`config.mk`:
```
export PLATFORM = sky130hd
export DESIGN_NAME = convolution_ctrl
export DESIGN_NICKNAME = d
export VERILOG_FILES = /design/src/rtl/conv_pkg.sv /design/src/rtl/conv_strobe_delay.sv /design/src/rtl/convolution_ctrl.sv
export SDC_FILE = /design/constraint.sdc
export NUM_CORES = 1
export LEC_CHECK = 0
export BUFFER_PORTS_ARGS = -buffer_cell sky130_fd_sc_hd__buf_2
export CAP_MARGIN = 20
export CORE_MARGIN = 10
export CORE_UTILIZATION = 59
export DETAILED_ROUTE_END_ITERATION = 6
export PLACE_DENSITY_LB_ADDON = 0.25
export SLEW_MARGIN = 0
export SYNTH_ARGS = -nofsm -noshare
export SYNTH_HDL_FRONTEND = slang
export SYNTH_SLANG_ARGS = --single-unit
```
`constraint.sdc`:
```
create_clock -name clk -period 8.85 [get_ports clk]
set_input_delay 1.3275 -clock clk [delete_from_list [all_inputs] [get_ports clk]]
set_output_delay 1.3275 -clock clk [all_outputs]
set_load 0.02 [all_outputs]
```
`src/rtl/conv_pkg.sv`:
```
// Purpose : shared types and limits for the convolution sequencer.
// Latency : n/a (declarations only).
// Backpressure: n/a.
package conv_pkg;

  typedef enum logic [2:0] {
    IDLE,
    LOAD,
    SETUP,
    INNER,
    DRAIN,
    WRITE,
    DONE
  } conv_state_t;

  // Deepest x/y memory read latency the MAC strobe delay line supports.
  localparam int MEM_LAT_MAX = 4;

endpackage

```
`src/rtl/conv_strobe_delay.sv`:
```
// Purpose : DEPTH-stage shift register carrying {acc_en, acc_clr} to the MAC.
// Latency : exactly DEPTH cycles from i_strb_dat to o_strb_dat.
// Backpressure: none; shifts every cycle, all stages cleared by async reset.
// Ports: clk, rstn (async active-low), i_strb_dat {en,clr} in, o_strb_dat {en,clr} out.
module conv_strobe_delay #(
  parameter int DEPTH = 1
) (
  input  logic       clk,
  input  logic       rstn,
  input  logic [1:0] i_strb_dat,
  output logic [1:0] o_strb_dat
);

  logic [1:0] r_stage [DEPTH];

  always_ff @(posedge clk or negedge rstn) begin
    if (!rstn) begin
      for (int k = 0; k < DEPTH; k++) r_stage[k] <= 2'b00;
    end else begin
      r_stage[0] <= i_strb_dat;
      for (int k = 1; k < DEPTH; k++) r_stage[k] <= r_stage[k-1];
    end
  end

  assign o_strb_dat = r_stage[DEPTH-1];

endmodule

```
`src/rtl/convolution_ctrl.sv`:
```
// Purpose : sequences z[i] = sum_j x[j]*y[i-j]: x/y reads, MAC strobes, z writes.
// Latency : per output sample 1 SETUP + (j_max-j_min+1) INNER + MEM_LAT DRAIN + 1 WRITE cycles.
// Backpressure: none; runs free once started, start_i only sampled in IDLE.
// Ports: clk, rstn; start_i, size_x_i, size_y_i from host; busy_o, done_o status;
//        addr_x_o, addr_y_o, rd_en_o to x/y memories; mac_clr_o, mac_en_o to MAC;
//        wr_z_o, addr_z_o to z memory. All outputs are registered.
module convolution_ctrl
  import conv_pkg::*;
#(
  parameter int DATAWIDTH = 5,
  parameter int MEM_LAT   = 1
) (
  input  logic                 clk,
  input  logic                 rstn,
  input  logic                 start_i,
  input  logic [DATAWIDTH-1:0] size_x_i,
  input  logic [DATAWIDTH-1:0] size_y_i,
  output logic                 busy_o,
  output logic                 done_o,
  output logic [DATAWIDTH-1:0] addr_x_o,
  output logic [DATAWIDTH-1:0] addr_y_o,
  output logic                 rd_en_o,
  output logic                 mac_clr_o,
  output logic                 mac_en_o,
  output logic                 wr_z_o,
  output logic [DATAWIDTH:0]   addr_z_o
);

  localparam int AW = DATAWIDTH + 1;
  localparam int CW = $clog2(MEM_LAT_MAX);

  conv_state_t          r_state, w_state_nxt;
  logic [DATAWIDTH-1:0] r_nx, r_ny, w_nx_nxt, w_ny_nxt;
  logic [AW-1:0]        r_out_len, r_i, r_j, r_jmax;
  logic [AW-1:0]        w_out_len_nxt, w_i_nxt, w_j_nxt, w_jmax_nxt;
  logic [CW-1:0]        r_dcnt, w_dcnt_nxt;
  logic                 r_busy, r_done, r_rd_en, r_acc_clr, r_wr_z;
  logic                 w_busy_nxt, w_done_nxt, w_rd_en_nxt, w_acc_clr_nxt, w_wr_z_nxt;
  logic [DATAWIDTH-1:0] r_addr_x, r_addr_y, w_addr_x_nxt, w_addr_y_nxt;
  logic [AW-1:0]        r_addr_z, w_addr_z_nxt;
  logic [AW-1:0]        w_nx_ext, w_ny_ext, w_jmin, w_jmax;

  assign w_nx_ext = {1'b0, r_nx};
  assign w_ny_ext = {1'b0, r_ny};
  // j range for the current i: max(0, i-(Ny-1)) .. min(i, Nx-1); Nx,Ny >= 1 here.
  assign w_jmin = (r_i >= w_ny_ext) ? (r_i - w_ny_ext + AW'(1)) : '0;
  assign w_jmax = (r_i < (w_nx_ext - AW'(1))) ? r_i : (w_nx_ext - AW'(1));

  always_ff @(posedge clk or negedge rstn) begin
    if (!rstn) r_state <= IDLE;
    else       r_state <= w_state_nxt;
  end

  // Outputs are computed here one cycle ahead and registered, so each strobe
  // lines up with the state cycle it belongs to.
  always_comb begin
    w_state_nxt   = r_state;
    w_nx_nxt      = r_nx;
    w_ny_nxt      = r_ny;
    w_out_len_nxt = r_out_len;
    w_i_nxt       = r_i;
    w_j_nxt       = r_j;
    w_jmax_nxt    = r_jmax;
    w_dcnt_nxt    = r_dcnt;
    w_busy_nxt    = r_busy;
    w_addr_x_nxt  = r_addr_x;
    w_addr_y_nxt  = r_addr_y;
    w_addr_z_nxt  = r_addr_z;
    w_done_nxt    = 1'b0;
    w_rd_en_nxt   = 1'b0;
    w_acc_clr_nxt = 1'b0;
    w_wr_z_nxt    = 1'b0;
    case (r_state)
      IDLE: begin
        if (start_i) begin
          w_state_nxt = LOAD;
          w_busy_nxt  = 1'b1;
          w_nx_nxt    = size_x_i;
          w_ny_nxt    = size_y_i;
        end
      end
      LOAD: begin
        w_out_len_nxt = w_nx_ext + w_ny_ext - AW'(1);
        w_i_nxt       = '0;
        if (r_nx == '0 || r_ny == '0) begin
          w_state_nxt = DONE;
          w_busy_nxt  = 1'b0;
          w_done_nxt  = 1'b1;
        end else begin
          w_state_nxt = SETUP;
        end
      end
      SETUP: begin
        w_state_nxt   = INNER;
        w_j_nxt       = w_jmin;
        w_jmax_nxt    = w_jmax;
        w_addr_x_nxt  = w_jmin[DATAWIDTH-1:0];
        w_addr_y_nxt  = DATAWIDTH'(r_i - w_jmin);
        w_rd_en_nxt   = 1'b1;
        w_acc_clr_nxt = 1'b1;
      end
      INNER: begin
        if (r_j == r_jmax) begin
          w_state_nxt = DRAIN;
          w_dcnt_nxt  = '0;
        end else begin
          w_j_nxt      = r_j + AW'(1);
          w_addr_x_nxt = DATAWIDTH'(r_j + AW'(1));
          w_addr_y_nxt = DATAWIDTH'(r_i - r_j - AW'(1));
          w_rd_en_nxt  = 1'b1;
        end
      end
      DRAIN: begin
        // Wait for the delayed MAC strobes to retire before writing z.
        if (r_dcnt == CW'(MEM_LAT - 1)) begin
          w_state_nxt  = WRITE;
          w_wr_z_nxt   = 1'b1;
          w_addr_z_nxt = r_i;
        end else begin
          w_dcnt_nxt = r_dcnt + CW'(1);
        end
      end
      WRITE: begin
        if (r_i == r_out_len - AW'(1)) begin
          w_state_nxt = DONE;
          w_busy_nxt  = 1'b0;
          w_done_nxt  = 1'b1;
        end else begin
          w_state_nxt = SETUP;
          w_i_nxt     = r_i + AW'(1);
        end
      end
      DONE:    w_state_nxt = IDLE;
      default: w_state_nxt = IDLE;
    endcase
  end

  always_ff @(posedge clk or negedge rstn) begin
    if (!rstn) begin
      r_nx      <= '0;
      r_ny      <= '0;
      r_out_len <= '0;
      r_i       <= '0;
      r_j       <= '0;
      r_jmax    <= '0;
      r_dcnt    <= '0;
      r_busy    <= 1'b0;
      r_done    <= 1'b0;
      r_rd_en   <= 1'b0;
      r_acc_clr <= 1'b0;
      r_wr_z    <= 1'b0;
      r_addr_x  <= '0;
      r_addr_y  <= '0;
      r_addr_z  <= '0;
    end else begin
      r_nx      <= w_nx_nxt;
      r_ny      <= w_ny_nxt;
      r_out_len <= w_out_len_nxt;
      r_i       <= w_i_nxt;
      r_j       <= w_j_nxt;
      r_jmax    <= w_jmax_nxt;
      r_dcnt    <= w_dcnt_nxt;
      r_busy    <= w_busy_nxt;
      r_done    <= w_done_nxt;
      r_rd_en   <= w_rd_en_nxt;
      r_acc_clr <= w_acc_clr_nxt;
      r_wr_z    <= w_wr_z_nxt;
      r_addr_x  <= w_addr_x_nxt;
      r_addr_y  <= w_addr_y_nxt;
      r_addr_z  <= w_addr_z_nxt;
    end
  end

  // rd_en doubles as the internal accumulate-enable.
  conv_strobe_delay #(
    .DEPTH(MEM_LAT)
  ) u_strobe_delay (
    .clk       (clk),
    .rstn      (rstn),
    .i_strb_dat({r_rd_en, r_acc_clr}),
    .o_strb_dat({mac_en_o, mac_clr_o})
  );

  assign busy_o   = r_busy;
  assign done_o   = r_done;
  assign rd_en_o  = r_rd_en;
  assign wr_z_o   = r_wr_z;
  assign addr_x_o = r_addr_x;
  assign addr_y_o = r_addr_y;
  assign addr_z_o = r_addr_z;

endmodule

```
# After elaboration in Yosys (flattened, before gate mapping)
# Cells that the tools add are included.
[word_totals]
elab_cells = 93
in_bits = 13
out_inout_bits = 22
reg_bits = 62
[op_classes]
n_lt_le_gt_ge = 2
eq_ne = 15
add_sub_neg = 12
reduce_logical = 16
muxes = 31
[op_table]
columns = ["operator", "count"]
rows = [
  ["6-bit 2-to-1 mux", 4],
  ["6-bit one-hot mux with 2 select lines", 2],
  ["5-bit one-hot mux with 2 select lines", 2],
  ["6-bit by 1-bit adder with 6-bit output, second input constant", 3],
  ["3-bit one-hot mux with 6 select lines", 1],
  ["2-bit != test, second input constant", 8],
  ["3-bit 2-to-1 mux", 5],
  ["6-bit == test", 2],
  ["6-bit by 1-bit subtractor with 6-bit output, second input constant", 2],
  ["5-bit zero test", 2],
  ["5-bit 2-to-1 mux", 2],
  ["5-bit subtractor", 2],
  ["1-bit 2-to-1 mux", 9],
  ["2-bit AND reduction", 4],
  ["5-bit by 5-bit adder with 6-bit output", 1],
  ["3-bit by 2-bit == test with 1-bit output, second input constant", 2],
  ["3-bit == test, second input constant", 2],
  ["6-bit by 5-bit >= comparator with 1-bit output", 1],
  ["6-bit less-than comparator", 1],
  ["3-bit AND reduction", 2],
  ["2-bit nonzero test", 3],
  ["5-bit by 1-bit subtractor with 6-bit output, second input constant", 1],
  ["6-bit by 5-bit subtractor with 6-bit output", 1],
  ["5-bit by 1-bit subtractor with 5-bit output, second input constant", 1],
  ["11 further kinds", 13],
]

# Longest topological paths before layout
# Gate-level depths: netlist of run 1.
[logic_depth]
depth_word = 5
depth_mapped = 15
mapped_depth_nobuf = 14

# Cells and area by module
# From an unflattened synthesis of run 1, not the netlist that was laid out.
[unflattened]
cells_unflattened = 407
hier_area_um2 = 3808.7
[by_module_without_submodules]
columns = ["mod", "cells_each", "n_inst", "seq_area_each_um2", "area_per_inst_um2"]
rows = [
  ["convolution_ctrl", 405, 1, 1376.3, 3758.6],
  ["conv_strobe_delay", 2, 1, 50.0, 50.0],
]

# Worst setup path before layout of run 1
# OpenSTA, ideal clock, no wires.
[synth_path]
path_type = "register to register"
start = "reg r_i[0]"
end = "reg r_addr_y[4] (netlist: addr_y_o[4])"
required_ns = 8.779
synth_period_minus_slack_ns = 2.933
t_arrival_ns = 2.862
path_stages_with_launch = 15
path_buffers = 1
setup_ns = 0.071
path_slack_ns = 5.917
cell_sequence = "dfrtp_1 -> ha_1 -> nand2b_1 -> a21oi_1 -> o211ai_1 -> clkbuf_1 -> and2_1 -> ha_1 -> inv_1 -> fa_1 -> a21o_1 -> a21oi_1 -> xnor2_1 -> a211o_1 -> nand4_1"
[synth_between]
elab_chain_cells = 5
elab_cells_between_ends = 9
cone_classes = "5 x add/sub; 1 x order compare; 3 x mux"
[synth_rtl]
columns = ["element", "line_no", "rtl"]
rows = [
  ["from (decl)", "convolution_ctrl.sv:34", "logic [AW-1:0] r_out_len, r_i, r_j, r_jmax;"],
  ["from (signal assigned)", "convolution_ctrl.sv:159", "r_i <= w_i_nxt;"],
  ["6-bit by 5-bit subtractor with 6-bit output", "convolution_ctrl.sv:46", "assign w_jmin = (r_i >= w_ny_ext) ? (r_i - w_ny_ext + AW'(1)) : '0;"],
  ["6-bit by 1-bit adder with 6-bit output", "convolution_ctrl.sv:46", ""],
  ["6-bit 2-to-1 mux", "convolution_ctrl.sv:46", ""],
  ["5-bit subtractor", "convolution_ctrl.sv:98", "w_addr_y_nxt = DATAWIDTH'(r_i - w_jmin);"],
  ["5-bit one-hot mux with 2 select lines (*)", "convolution_ctrl.sv:73", "case (r_state)"],
  ["to (signal assigned)", "convolution_ctrl.sv:169", "r_addr_y <= w_addr_y_nxt;"],
  ["to (decl)", "convolution_ctrl.sv:39", "logic [DATAWIDTH-1:0] r_addr_x, r_addr_y, w_addr_x_nxt, w_addr_y_nxt;"],
]
# Mark *: on every way between the ends. The rest lies on a longest branch, timed or not. The select of a mux whose other input is x is not followed.
# A chain may end at the register's enable or synchronous reset.

# Worst setup path after layout of run 1
# Ends and elaborated chain as after synthesis.

==> summary.txt, run 1 <==
Outcome
  – Status: complete, no violations

Synthesis
  – Area leader, netlist: dfrtp_1
  – Ys Warns: 0
  – Top area cells in the synthesized netlist: dfrtp_1, ha_1, inv_1, nand2_1, o21ai_0
  – Asr flop ratio synth: 100%
  – Ys flop type: dfrtp_1
  – Gate count of the mapped netlist: 420
  – Synth Register Bits: between 50 and 60
  – Number of distinct library cells after synthesis: slightly above 60
  – Synthesized cell area: approximately 3900 µm²
  – Synth Net Count: 477
  – Post-synth top area share: 36.2%
  – Seq/Total Area, Yosys: 36.2%
  – Post-synth EDFFs: 0
  – Post-Syn Area per Cell: around 9.4 µm²

Clock network
  – Sink Count: 57
  – Clock transition at path regs: 70 ps
  – CTS buffer count: 9
  – CTS Buffer Depth: 2
  – Htree depth: 3
  – CTS tree: yes
  – Post-CTS Setup Inserts: 0
  – CTS Hold Bufs: 0
  – Post-CTS Resized: 0
  – CTS root buffer: clkbuf_8
  – Clk Latency, worst-skew pair: 350 ps

Critical path
  – Startpoint types: flop
  – Largest stage delay on the critical path: 630 ps
  – Crit-path cells: inv_1 > ha_1 > nand2b_1 > a21oi_1 > o211ai_1 > and2_1 > ha_1 > inv_1 > fa_1 > a21o_1 > a21oi_1 > xnor2_1 > a211o_1 > nand4_1
  – CP max stage cell: o211ai_1
  – Crit Path Category: reg2reg
  – CP Max Fanout: 11
  – CP required: 9130 ps
  – Crit path capture type: flop
  – Critical path arrival: 3760 ps

Detailed routing
  – Final WL: 9160 µm
  – 1st-iter DRT viols: 329
  – DRC: 0
  – DR vias/cell: 6.04
  – Initial DRT Pass Iterations: 5
  – Wire per inst: 17.3 µm
  – Vias: 3200
  – Detail Route Antenna Nets: 0

Timing
  – Hold Vio Cnt, Final: 0
  – Slew Limit Fails: 0
  – Relative slew slack: 49.2%
  – Max Freq: between 0.2 and 0.3 GHz
  – Final Critical Period: 3480 ps
  – Worst Skew: 7.63 ps
  – Setup tns final: 0 ps
  – # setup viols final: 0
  – RSZ-0062 raised after global routing: no
  – Tcrit/Tclk final: 39.3%
  – Tightest Pin Transition: roughly 760 ps

Power and ir drop
  – Clk pwr share: 17.7%
  – Sequential share of power: 26.4%
  – Int Pwr: 0.965 mW
  – Sw frac: 45.5%
  – Worst vdd rail ir drop: 0.243 mV
  – Psw: 0.807 mW
  – Leak pwr: about 2.1 nW
  – Cell Pwr Density: a little over 400 nW/µm²
  – Logic pwr share: 56.0%

Placement
  – Placer Congestion: 0.971
  – DPL Wire Length: 6660 µm
  – PortBufs: 34

Die
  – Die area: 10300 µm²
  – Core region area: 6420 µm²
  – Die Ht: 102 µm
  – Initial core utilization: approximately 61%
  – Row count: 29
  – Die W: 102 µm
  – Boundary pin count: 35

Final layout
  – Layout area overhead: 11.1%
  – Core Util, Final: 68.2%
  – Layout cells sized above 1: 15.2%
  – Nets: ~500
  – Diode count: 0

Global route
  – Initial antenna violation count: 0
  – First-pass GRT wire length: 15300 µm
  – Largest net degree at the start of global routing: 58
  – Vias in the first global route: approximately 3100
  – Congestion Overflow GR: 0
  – Global-route total usage across every layer: 18.7%

Run
  – Max Cap Viol: 0

Worst hold path
  – Worst min path class: reg2reg
per-stage QoR:
stage | setup slack [ps] | cells | hold slack [ps] | power, mW | cell area (µm²)
floorplan | 5920 | 420 | 331 | 1.22 | 3940
global placement | 5470 | 514 | 336 | 1.43 | 4130
detailed placement | 5430 | 514 | 342 | 1.45 | 4130
CTS | 5400 | 530 | 356 | 1.78 | 4380
global route | 5150 | 530 | 366 | 1.93 | 4380
finish | 5370 | 530 | 353 | 1.77 | 4380
cell families after synthesis:
logic type | after synthesis | share of synthesized area, %
xor gates and xnor gates | 28 | 6.22
buffers and inverters | 61 | 6.60
muxes | 8 | 2.29
adders and majority gates | 44 | 14.9
and+or+nand+nor | 101 | 12.8
AOI/OAI and AO/OA | 121 | 21.0
DFF | 57 | 36.2
worst paths after layout:
check / startpoint / depth (start not counted) / end / slack (ps)
min in group asynchronous: rstn / 2 / u_strobe_delay.o_strb_dat[0] / 1120
max in group asynchronous: rstn / 2 / r_out_len[3] / 7270
setup reg to reg: r_i[0] / 14 / addr_y_o[4] / 5370
setup / recovery: r_i[0] / 14 / addr_y_o[4] / 5370
hold / removal: r_acc_clr / 0 / u_strobe_delay.o_strb_dat[0] / 350
hold reg to reg: r_acc_clr / 0 / u_strobe_delay.o_strb_dat[0] / 350
registers in the layout (all words and copies together) (netlist names), 2 cells and up:
name and cells:
r_i 6, r_out_len 6, r_state 3, r_j 6
r_jmax 6, r_nx 5, addr_z_o 6, r_ny 5
u_strobe_delay.o_strb_dat 2, r_dcnt 2, addr_y_o 5
worst max-delay path, delay by kind of cell, from the launching register on:
family,cells,cell delay [ps]
compound gates,5,1360
xor+xnor,1,100
fa+ha+maj,3,780
buf+inv,2,260
flops,1,550
simple gates,3,360
metal layers:
layer | global-route usage, % | routed length [µm]
met5 | 0 | 0
met4 | 10.1 | 329
met3 | 3.20 | 489
met1 | 23.5 | 4050
met2 | 30.1 | 4290
power by group through the flow:
stage	Clock [mW]	Combinational (mW)	Sequential, mW
CTS	0.317	0.993	0.466
floorplan	0	0.764	0.457
finish	0.313	0.992	0.467
global placement	0	0.965	0.467
detailed placement	0	0.980	0.471
global route	0.326	1.13	0.483
cell usage in the layout (no fill, tap or decap), types with 7 or more instances in the layout:
master	n
ha_1	39
a31oi_1	8
xor2_1	11
dfrtp_1	57
a21o_1	7
xnor2_1	17
buf_2	34
mux2_2	8
o211ai_1	7
nand3_1	12
nor2_1	14
clkbuf_8	11
a21oi_1	19
inv_1	42
nand2_1	41
o21ai_0	30
Yosys cell counts (all sizes together) (5+ instances only):
master and n:
a21o 8, xor2 11, nand3 13, nand2 41
o21ai 36, mux2 8, nor3 6, ha 39
fa 5, clkbuf 9, nor2 14, buf 10
a21oi 19, nor2b 5, dfrtp 57, inv 42
xnor2 17, o211ai 7, nand2b 5, a31oi 10
layout make-up:
type,instances,area [µm²]
flip-flops and latches,57,1430
clock inverters,4,98.8
well taps,77,96.3
clock buffers,12,155
multi-input cells,302,2260
repair buffers,36,185
fillers,529,2040
inverters,42,158
Note: power is estimated with default switching activity, not from simulation.
==> run 2, diff against run 1 <==
--- a/config.mk
+++ b/config.mk
@@ -5,10 +5,11 @@
 export SDC_FILE = /design/constraint.sdc
 export NUM_CORES = 1
 export LEC_CHECK = 0
+export ABC_AREA = 1
 export BUFFER_PORTS_ARGS = -buffer_cell sky130_fd_sc_hd__buf_2
 export CAP_MARGIN = 20
 export CORE_MARGIN = 10
-export CORE_UTILIZATION = 59
+export CORE_UTILIZATION = 54
 export DETAILED_ROUTE_END_ITERATION = 6
 export PLACE_DENSITY_LB_ADDON = 0.25
 export SLEW_MARGIN = 0
==> constraint.sdc (replaced) <==
create_clock -name clk -period 2.8 [get_ports clk]
set_input_delay 0.42 -clock clk [delete_from_list [all_inputs] [get_ports clk]]
set_output_delay 0.42 -clock clk [all_outputs]
set_load 0.02 [all_outputs]
==> run 2 against run 1 <==
Die area up 6.7%. Worst setup slack worse by 5200 ps. Sequential share of layout area down 0.60 points. Largest power group is now the clock network. Utilization down 3.6 points. Register-to-register slack worse by 5200 ps. Synthesized cell count up 17%. Count of clock-buffer cells in the layout down 1. Sequential cell count unchanged. Clock skew down 2.5 ps. Final cell count up 20%.
==> summary.txt, run 2 <==
Outcome
  – Status: complete, no violations

Synthesis
  – Asr flop ratio synth: 100%
  – Number of distinct library cells after synthesis: 34
  – XOR/XNOR Fraction of Synth Area: 4.03%
  – Synthesized cell area: 3910 µm²
  – Adder-cell share of the synthesized area: 15.0%
  – Post-synth top area share: 36.5%
  – Seq/Total Area, Yosys: 36.5%
  – Compound-Gate Fraction of Synth Area: 13.1%
  – Post-Syn Area per Cell: 7.98 µm²
  – Gate count of the mapped netlist: 490
  – Main combinational cell family by area after synthesis: simple AND/OR/NAND/NOR gates
  – Ys flop type: dfrtp_1
  – Synth Net Count: 547
  – Ys Warns: 0
  – Synth Register Bits: 57
  – Post-synth EDFFs: 0
  – Post-Synth Simple-Gate Area: 21.6%
  – Count leader, synth: nand2_1
  – Area leader, netlist: dfrtp_1
  – Top area cells in the synthesized netlist: dfrtp_1, ha_1, nand2_1, inv_1, nand3_1
  – Top cells by count, synth: nand2_1, inv_1, dfrtp_1, ha_1, nor2_1
  – Mux cell area share after synthesis: 0%

Critical path
  – Startpoint types: flop
  – Crit path capture type: flop
  – CP Max Fanout: 4
  – Crit Path Category: reg2reg
  – CP required: 3040 ps
  – Critical path arrival: 2900 ps

Placement
  – DPL Wire Length: 6980 µm
  – PortBufs: 34
  – Placed cells: between 600 and 700
  – Placer Congestion: 0.925
  – Pre-CTS WS: 11.8 ps

Final layout
  – Nets: 591
  – Layout cells sized above 1: 19.3%
  – Core Util, Final: between 60% and 70%
  – Layout area overhead: 14.2%
  – Commonest cells after routing, fill and taps aside: nand2_1, inv_1, dfrtp_1, ha_1, nor2_1
  – Final std cells w/o fill: 635
  – Most common cell after layout, fill and taps aside: nand2_1
  – Reg area: 1430 µm²
  – Area occupied by multi-input gates: 2150 µm²
  – Fillcell total: 632
  – Diode count: 0

Global route
  – First-pass GRT wire length: between 15000 and 20000 µm
  – Global-route total usage across every layer: 17.1%
  – Initial antenna violation count: 0
  – Vias in the first global route: between 3000 and 4000
  – Largest net degree at the start of global routing: 35
  – Congestion Overflow GR: 0

Timing
  – Slew Limit Fails: 0
  – Relative slew slack: about half
  – Max Freq: between 0.3 and 0.4 GHz
  – Worst Skew: 5.17 ps
  – Final Critical Period: 2660 ps
  – Hold Vio Cnt, Final: 0
  – Worst hold slack: around 140 ps
  – Final worst slack: around 140 ps
  – Tightest Pin Transition: around 750 ps
  – Tcrit/Tclk final: 95.1%
  – # setup viols final: 0

Clock network
  – CTS root buffer: clkbuf_8
  – CTS Hold Bufs: 0
  – CTS buffer count: 9
  – Post-CTS Setup Inserts: 0
  – Clk Latency, worst-skew pair: 340 ps
  – CTS Buffer Depth: 2
  – Clock transition at path regs: 70 ps
  – Htree depth: 3
  – Sink Count: 57
  – CTS tree: yes

Detailed routing
  – Vias: 3278
  – 1st-iter DRT viols: 186
  – Detail Route Antenna Nets: 0
  – DR vias/cell: 5.16
  – Final WL: 9220 µm
  – Wire per inst: 14.5 µm
  – Initial DRT Pass Iterations: 4
  – DRC: 0

Worst hold path
  – Worst min path class: in2async

Power and ir drop
  – Worst vdd rail ir drop: 0.298 mV
  – Cell Pwr Density: 390 nW/µm²
  – Leak pwr: about 2.3 nW

Run
  – Max Cap Viol: 0

Die
  – Core region area: 6910 µm²
  – Die Ht: 105 µm
  – Initial core utilization: 56.6%
  – Boundary pin count: 35
  – Die W: 105 µm
  – Row count: 30
  – Die area: 11000 µm²
==> run 2: changes by cell type after synthesis, moves of 7 or more <==
| cell | previous run | this run |
|---|---|---|
| nor2_1 | 14 | 35 |
| nand2_1 | 41 | 105 |
| o21ai_1 | 6 | 15 |
| clkbuf_1 | 9 | 1 |
| mux2_2 | 8 | 0 |
| a31oi_1 | 8 | 0 |
| inv_2 | 0 | 13 |
| inv_1 | 42 | 61 |
| a21oi_1 | 19 | 29 |
| xnor2_1 | 17 | 4 |
| a21o_1 | 7 | 0 |
| nand3_1 | 12 | 30 |
==> run 2: through the flow <==
| step | setup TNS (ps) | cell area (µm²) | total power, mW |
|---|---|---|---|
| 2_1_floorplan | 0 | 3910 | 0.839 |
| 3_3_place_gp | 0 | 4190 | 0.866 |
| 3_5_place_dp | 0 | 4190 | 0.866 |
| 4_1_cts | 0 | 4420 | 1.75 |
| 5_1_grt | -3.05 | 4460 | 1.79 |
| 6_report | 0 | 4460 | 1.74 |
==> run 2: worst paths after layout <==
path	slack [ps]	end	start	depth (start not counted)
worst max-delay path	140	addr_y_o[4]	r_ny[1]	18
worst min-delay path	140	rd_en_o	rstn	1
worst max register to register	140	addr_y_o[4]	r_ny[1]	18
worst min register to register	350	u_strobe_delay.o_strb_dat[0]	r_acc_clr	0
max in group asynchronous	1980	r_ny[1]	rstn	2
min in group clk	320	r_nx[3]	size_x_i[3]	3
==> run 2: cell type report <==
type | instances | area share [%]
inverter | 75 | 6.31
sequential | 57 | 32.0
multi-input combinational | 345 | 48.1
clock buffer | 11 | 3.39
clock inverter | 5 | 1.74
timing repair buffer | 46 | 5.83
tap | 96 | 2.69
==> run 2: repair_timing <==
| item | in CTS | in global routing |
|---|---|---|
| setup endpoints to repair | 1 | 2 |
| pin swaps | 0 | 1 |
| gates resized for setup | 1 | 7 |
==> run 2: power breakdown <==
| part | switching (mW) | total, mW | internal (mW) |
|---|---|---|---|
| logic | 0.0185 | 0.0262 | 0.00774 |
| registers | 0 | 0.823 | 0.823 |
| clock network | 0.344 | 0.890 | 0.546 |
| total | 0.362 | 1.74 | 1.38 |
==> run 2: cells by family (layout without fill, tap and decap cells) <==
logic type / count (synthesis) / count (layout)
xor+xnor: 18 / 18
buf+inv: 88 / 137
simple gates: 191 / 191
flops: 57 / 57
compound gates: 92 / 92
fa+ha+maj: 44 / 44
==> run 2: metal layers <==
metal / wire [µm] / GRT usage [%] / up-vias
li1: - / - / 1660
met1: 4100 / 22.7 / 1517
met2: 4350 / 26.7 / 83
met3: 572 / 2.83 / 18
met4: 191 / 7.84 / 0
met5: 0 / 0 / -
==> run 2: critical path, cell delays in order, from the launching register on <==
cell and delay [ps]:
dfrtp_1 380, inv_1 100, ha_1 240, inv_1 90
ha_2 190, inv_1 60, fa_2 330, inv_2 70
or2_2 110, nand3_2 110, ha_4 280, a21oi_2 150
nand2_1 70, nand2_1 80, nand2_1 60, nand2_1 60
nand3_1 70, nand2_1 70, nand2_1 50
